<file path="src/rtl/branch_pkg.sv">
// Shared encodings for the branch resolution stage: opcode classes, function
// codes and 2-bit predictor counter values.
package branch_pkg;

  localparam logic [4:0] OP_JUMP = 5'b00011;
  localparam logic [4:0] OP_COND = 5'b00100;

  localparam logic [3:0] F_JMP  = 4'b0000;
  localparam logic [3:0] F_CALL = 4'b0001;

  localparam logic [3:0] F_BEQZ = 4'b0000;
  localparam logic [3:0] F_BLTZ = 4'b0001;
  localparam logic [3:0] F_BGTZ = 4'b0010;
  localparam logic [3:0] F_BNEZ = 4'b0011;
  localparam logic [3:0] F_BGEZ = 4'b0100;
  localparam logic [3:0] F_BLEZ = 4'b0101;
  localparam logic [3:0] F_BEQ  = 4'b0110;
  localparam logic [3:0] F_BNE  = 4'b0111;

  localparam logic [1:0] CTR_SNT   = 2'b00;
  localparam logic [1:0] CTR_WNT   = 2'b01;
  localparam logic [1:0] CTR_WT    = 2'b10;
  localparam logic [1:0] CTR_ST    = 2'b11;
  localparam logic [1:0] CTR_RESET = CTR_WNT;

  // Saturating 2-bit counter step toward the resolved direction.
  function automatic logic [1:0] ctr_next(input logic [1:0] ctr, input logic taken);
    if (taken) return (ctr == CTR_ST) ? CTR_ST : ctr + 2'd1;
    else       return (ctr == CTR_SNT) ? CTR_SNT : ctr - 2'd1;
  endfunction

endpackage

</file>
<file path="src/rtl/branch_pht.sv">
// Pattern history table: array of 2-bit saturating counters with one
// combinational read port and one clocked update port. A read of an entry
// being updated in the same cycle returns the pre-update value.
module branch_pht
  import branch_pkg::*;
#(
  parameter int ENTRIES = 64,
  parameter int IDX_W   = 6
) (
  input  logic             clk,
  input  logic             reset,
  input  logic [IDX_W-1:0] rd_idx,
  output logic             rd_taken,
  input  logic             upd_en,
  input  logic [IDX_W-1:0] upd_idx,
  input  logic             upd_taken
);

  logic [1:0] ctr [ENTRIES];

  // Counter storage: reset to weakly-not-taken, otherwise train one entry.
  always_ff @(posedge clk) begin
    if (reset) begin
      for (int i = 0; i < ENTRIES; i++) ctr[i] <= CTR_RESET;
    end else if (upd_en) begin
      ctr[upd_idx] <= ctr_next(ctr[upd_idx], upd_taken);
    end
  end

  assign rd_taken = ctr[rd_idx][1];

endmodule

</file>
<file path="src/rtl/branch_resolve_unit.sv">
// Branch resolution stage: decodes jump/conditional instructions, computes
// direction, target and link address, flags mispredicts, trains the PHT and
// registers the result behind a valid/ready handshake.
module branch_resolve_unit
  import branch_pkg::*;
#(
  parameter int DATA_W      = 32,
  parameter int PHT_ENTRIES = 64,
  parameter int OFF_W       = 16
) (
  input  logic              clk,
  input  logic              reset,
  input  logic              in_valid,
  output logic              in_ready,
  input  logic [4:0]        in_opcode,
  input  logic [3:0]        in_func,
  input  logic [DATA_W-1:0] in_reg1,
  input  logic [DATA_W-1:0] in_reg2,
  input  logic [DATA_W-1:0] in_pc,
  input  logic [OFF_W-1:0]  in_offset,
  input  logic              in_pred_taken,
  output logic              out_valid,
  input  logic              out_ready,
  output logic              out_taken,
  output logic [DATA_W-1:0] out_target,
  output logic              out_link_wr,
  output logic [DATA_W-1:0] out_link_addr,
  output logic              out_mispredict,
  output logic              out_illegal,
  input  logic [DATA_W-1:0] fetch_pc,
  output logic              fetch_pred
);

  localparam int IDX_W = $clog2(PHT_ENTRIES);

  logic              accept;
  logic              legal;
  logic              is_cond;
  logic              taken;
  logic              link;
  logic              neg;
  logic              zero;
  logic              eq;
  logic [DATA_W-1:0] off_sx;
  logic [DATA_W-1:0] pc_next;
  logic [DATA_W-1:0] target;
  logic              mispredict;
  logic              unused_fetch_bits;

  assign in_ready = !out_valid || out_ready;
  assign accept   = in_valid && in_ready;

  assign neg  = in_reg1[DATA_W-1];
  assign zero = (in_reg1 == '0);
  assign eq   = (in_reg1 == in_reg2);

  assign off_sx  = DATA_W'($signed(in_offset));
  assign pc_next = in_pc + DATA_W'(4);
  assign target  = taken ? pc_next + (off_sx << 2) : pc_next;
  assign mispredict = legal && (taken != in_pred_taken);

  // Decode opcode/func into legality, direction and link write.
  always_comb begin
    legal   = 1'b0;
    is_cond = 1'b0;
    taken   = 1'b0;
    link    = 1'b0;
    case (in_opcode)
      OP_JUMP: begin
        case (in_func)
          F_JMP:  begin legal = 1'b1; taken = 1'b1; end
          F_CALL: begin legal = 1'b1; taken = 1'b1; link = 1'b1; end
          default: ;
        endcase
      end
      OP_COND: begin
        is_cond = 1'b1;
        legal   = 1'b1;
        case (in_func)
          F_BEQZ:  taken = zero;
          F_BLTZ:  taken = neg;
          F_BGTZ:  taken = !neg && !zero;
          F_BNEZ:  taken = !zero;
          F_BGEZ:  taken = !neg;
          F_BLEZ:  taken = neg || zero;
          F_BEQ:   taken = eq;
          F_BNE:   taken = !eq;
          default: legal = 1'b0;
        endcase
      end
      default: ;
    endcase
  end

  // Result register: load on accept, drop valid once drained.
  always_ff @(posedge clk) begin
    if (reset) begin
      out_valid      <= 1'b0;
      out_taken      <= 1'b0;
      out_target     <= '0;
      out_link_wr    <= 1'b0;
      out_link_addr  <= '0;
      out_mispredict <= 1'b0;
      out_illegal    <= 1'b0;
    end else if (accept) begin
      out_valid      <= 1'b1;
      out_taken      <= taken;
      out_target     <= target;
      out_link_wr    <= link;
      out_link_addr  <= pc_next;
      out_mispredict <= mispredict;
      out_illegal    <= !legal;
    end else if (out_ready) begin
      out_valid      <= 1'b0;
    end
  end

  branch_pht #(
    .ENTRIES (PHT_ENTRIES),
    .IDX_W   (IDX_W)
  ) u_pht (
    .clk       (clk),
    .reset     (reset),
    .rd_idx    (fetch_pc[IDX_W+1:2]),
    .rd_taken  (fetch_pred),
    .upd_en    (accept && is_cond && legal),
    .upd_idx   (in_pc[IDX_W+1:2]),
    .upd_taken (taken)
  );

  assign unused_fetch_bits = ^{fetch_pc[DATA_W-1:IDX_W+2], fetch_pc[1:0]};

endmodule
</file>
<file path="config.mk">
export PLATFORM = sky130hd
export DESIGN_NAME = branch_resolve_unit
export DESIGN_NICKNAME = d
export VERILOG_FILES = /design/src/rtl/branch_pkg.sv /design/src/rtl/branch_pht.sv /design/src/rtl/branch_resolve_unit.sv
export SDC_FILE = /design/constraint.sdc
export NUM_CORES = 1
export LEC_CHECK = 0
export CAP_MARGIN = 20
export CORE_MARGIN = 1
export CORE_UTILIZATION = 42
export DETAILED_ROUTE_END_ITERATION = 6
export GPL_TIMING_DRIVEN = 0
export PLACE_DENSITY = 0.69
export SETUP_SLACK_MARGIN = 0.5
export SYNTH_ARGS = -nofsm -noshare
export SYNTH_HDL_FRONTEND = slang
export SYNTH_SLANG_ARGS = --single-unit
</file>
<file path="constraint.sdc">
create_clock -name clk -period 14.9 [get_ports clk]
set_clock_uncertainty 0.15 [all_clocks]
set_input_delay 2.98 -clock clk [delete_from_list [all_inputs] [get_ports clk]]
set_output_delay 2.98 -clock clk [all_outputs]
set_load 0.02 [all_outputs]
</file>
Word level (Yosys, flattened, before mapping). Memories as Yosys holds them, arrays and structs flattened. Index checks and enable logic that the tools add are counted.

Add/sub/neg operators: 4. Multiplexer cells: 24. Eq/ne operators: 12. Reductions and logical operators: 19.

Operators by type and width (count): $add 32x3->32 const B (1); $add 32x32->32 (1); $eq 32x32->1 (1); $logic_not 32->1 (1); $mux 32 (1); $eq 4x3->1 const B (4); $mux 1 (13); $mux 2 (6); $eq 4x2->1 const B (2); $pmux 1 s8 (1); $reduce_or 8->1 (1); $mux 6 (1); $eq 5x2->1 const B (1); $eq 5x3->1 const B (1); $logic_and 1x1->1 (5); $logic_not 1->1 (5); $eq 4x1->1 const B (1); $logic_not 4->1 (1); $pmux 1 s2 (2); $reduce_or 2->1 (2); $add 2x1->2 const B (1); $eq 2x2->1 const B (1); $logic_not 2->1 (1); $logic_or 1x1->1 (2); other kinds (3) (3).

Memories kept: 1. Input port bits: 158. Output and inout bits: 71. Flip-flop bits (word level): 69. Memory bits (writable): 128.

Memory list: u_pht.ctr (depth 64, bits a word 2, read ports 2, clocked after Yosys merged registers in 0, wr ports 64, line branch_pht.sv:19) `logic [1:0] ctr [ENTRIES];`.

Longest topological paths before layout.
Depth in word-level cells: 10. Mapped depth: 21. Depth with buffers taken out: 18.

Cells and area by module. Synthesis repeated with hierarchy kept, for this count alone.

Cell total of the unflattened synthesis: 1348. Area total of the unflattened synthesis: 12483.2 sq um.

Modules (own cells, without submodules): branch_pht (area an instance 7086.8 sq um, cells an instance 625, instances 1); branch_resolve_unit (area an instance 5396.4 sq um, cells an instance 723, instances 1).

Least setup slack after synthesis. Ideal clock, no wire load.

Kind: input to output. Start: input fetch_pc[2]. End: output fetch_pred. Stages on the path: 5. Required time: 11.770 ns. Arrival: 5.461 ns. Buffers on the path: 2. Slack: 6.309 ns. Path through: clkbuf_1 buf_1 mux4_2 mux4_2 mux4_2.

Word-level cells in the longest chain between the ends: 1.

Ends and longest elaborated chain: start: declaration (line branch_resolve_unit.sv:30) `input logic [DATA_W-1:0] fetch_pc,`; $mem_v2 64x2; end: declaration (line branch_resolve_unit.sv:31) `output logic fetch_pred`.

Every way passes these cells.

Worst setup path after layout. Ends and elaborated chain as after synthesis.

==> impl_metrics.yaml <==
status:
  status: "finished, final reports clean"
global_routing:
  grt_max_degree: 22
  grt_overflow: 0
  grtUsageMet3_pct: 6.952
  antenna_found_initial: 1
  grt.total_usage_pct: 29.88
  top_usage_layer: "met2"
  met1_usage_pct: 38.35
  first_global_vias: 11128
  grt_pass1_wl_mm: 66.85
  met2_usage_pct: 48.01
power_and_ir_drop:
  p_per_area_nw_per_um2: 92.26
  peakVddDrop_mv: 0.07981
  p_leak_nw: 5.225
yosys:
  synth_area_sq_um: 12330
  synth_xor_area_share_pct: 6.039
  synth_common_cells: "nor2_1, edfxtp_1, nand2_1, dfxtp_1, clkbuf_1"
  synthFlopType: "edfxtp_1"
  yosys.area.top_type: "edfxtp_1"
  synth_compound_area_share_pct: 12.92
  synth_cell_type_count: 68
  synth_mux_area_share_pct: 8.738
  synth-simple-area-share_pct: 21.48
  netlist_top_cells_area: "edfxtp_1, dfxtp_1, mux4_2"
  synthCells: 1251
  synth_top_family_by_area: "simple AND/OR/NAND/NOR gates"
  synth-seq-area-share_pct: 42.06
  synth_edf_count: 128
  syn-mean-instance-area_sq_um: 9.855
  synth_top_area_share_pct: 31.18
  synth_nets: 1446
  synth.most_common_cell: "nor2_1"
  synthAdderAreaFrac_pct: 3.989
  yosys_warnings: 0
  synthArstFlopShare_pct: 0
  synth_seq_cells: 195
final_layout:
  area_growth_pct: 25.08
  layout-drive-gt1-share_pct: 10.19
  num_antenna_cells: 0
  final_nets: 1664
routing:
  wl_per_cell_microns: 24.26
  dr.pass1.iters: 5
  viasPerCell: 6.081
  drc: 0
  num_vias: 11347
  drtIter0Drc: 1277
  ant_nets: 0
  routed_wl_mm: 45.26
sta:
  hold_violations: 0
  worst_slew_pin_slew_ns: 1.018
  rsz0062_at_grt: "no"
  slew_violations: 0
  timing.slew.headroom_pct: 31.86
  fin_ws_ns: 5.428
  max_clock_freq_ghz: 0.1056
  min_period_ns: 9.472
  fin_tns_setup_ns: 0
  fin_crit_sh_pct: 63.57
  setup_viol: 0
setup_path:
  crit_fanout: 7
  cp-start-kind: "input port"
  worst-setup-path-type: "in2out"
  crit_family: "buffers and inverters"
  arrival_ns: 6.34
  crit_path_end_kind: "output port"
  worstPathCellList: "clkbuf_1 > buf_1 > buf_8 > mux4_2 > mux4_2 > mux4_2 > clkdlybuf4s50_1"
  critPathMaxStageDelay_ns: 0.57
  cpMaxStageDelayCell: "mux4_2"
  required_ns: 11.77
  crit_buf_inv: 4
  cpMostUsedCell: "mux4_2"
clock_tree:
  htreeDepth: 4
  cts_made_buffers: 17
  cts_tree: "built"
  clk_latency_ns: 0.44
  post_cts_buffers: 0
  holdBufCountCts: 0
  clk_pin_slew_ns: 0.07
  cts.sinks: 195
  cts_resized: 0
  clockBufferDepth: 2
  root_buffer: "clkbuf_16"
floorplanning:
  core_sq_um: 28780
  start_util_pct: 42.84
  rows: 62
  die-height_microns: 173.3
  die_w_microns: 173.3
  dieArea_sq_um: 30040
  io_pins: 229
flow_run:
  cap_violations: 0
place:
  portBuffers: 198
  dp_worst_setup_slack_ns: 5.149
  gp_congestion: 1.002
  place.detailed.hpwl_mm: 33.36
worst_hold_path:
  min_path_type: "reg2reg"
## registers in the layout (all words and copies together) (netlist names)
register,cells
out_link_wr,1
u_pht.ctr,128
out_valid,1
out_target,32
out_illegal,1
out_link_addr,30
out_taken,1
out_mispredict,1
## cell families (layout without fill, tap and decap cells)
family                   Yosys count  after routing
AO/OA/AOI/OAI                    232            232
XOR/XNOR                          85             85
adder cells (fa/ha/maj)           39             39
buffers and inverters            126            357
flip-flops                       195            195
multiplexers                      61             61
AND/OR/NAND/NOR                  513            513
## worst register-to-register path: stages, from the launching register on
cell and delay (ns):
dfxtp_1 0.31, nand2b_1 0.12, and2_1 0.16, nand2_1 0.09
nor3_1 0.22, nand2_1 0.29, nor3_2 0.80, clkbuf_1 0.73
nand2_1 0.15, nand2b_1 0.16
## area by class of cell
type	count	area, sq um
flip-flops and latches	195	5185
fillers	2567	13360
multi-input cells	930	6559
well taps	384	480.5
inverters	24	90.09
plain buffers	102	499.2
clock buffers	19	475.5
clock inverters	13	133.9
repair buffers	199	1997
## metrics by stage
step                      power [mW]  util, %  instances  hold slack, ns  area [sq um]
after floorplan               0.8022        -       1251          0.3802         12330
after global placement        0.9356    51.39       1833          0.2877         14790
after detailed placement      0.9386    51.41       1833          0.3084         14800
after CTS                      1.416    53.53       1865          0.3219         15400
after global routing           1.463    53.58       1866          0.3386         15420
final                          1.423    53.58       1866          0.3184         15420
## metal layers
layer	up-vias	part of all wire, %
li1	5083	-
met1	5365	39
met2	758	46
met3	139	11
met4	2	4.3
met5	-	0.042
## path summary, 6_finish.rpt
path | startpoint | to | slack [ns] | cells past startpoint
hold / removal | out_link_wr$_SDFFE_PP0P_ | out_link_wr$_SDFFE_PP0P_ | 0.32 | 2
hold reg to reg | out_link_wr$_SDFFE_PP0P_ | out_link_wr$_SDFFE_PP0P_ | 0.32 | 2
setup / recovery | fetch_pc[2] | fetch_pred | 5.43 | 7
setup reg to reg | out_valid$_SDFFE_PP0P_ | u_pht.ctr[48][0]$_SDFFCE_PN1P_ | 11.43 | 9
## cell usage in the layout, fill, tap and decap left out, types with 18 or more instances in the layout
master,count
mux4_2,37
xor2_1,24
buf_2,18
nand4_1,41
nor2_1,142
nand3_1,56
a21oi_1,50
nor3_2,22
a21o_1,33
clkbuf_16,19
a211oi_1,23
ha_1,36
inv_1,23
xnor2_1,61
nand2_1,95
mux2i_1,21
edfxtp_1,128
nor3_1,51
clkbuf_1,63
clkdlybuf4s50_1,198
dfxtp_1,67
o21bai_1,22
nand2b_1,27
o21ai_0,33
## where the power goes
group	internal [mW]	total, mW	switching [mW]	leakage, nW
combinational	0.141	0.330	0.189	3.26
sequential	0.593	0.606	0.0135	1.66
clock	0.257	0.487	0.230	0.306
total	0.990	1.42	0.432	5.23
No activity file was read; power rests on OpenSTA's default activity.
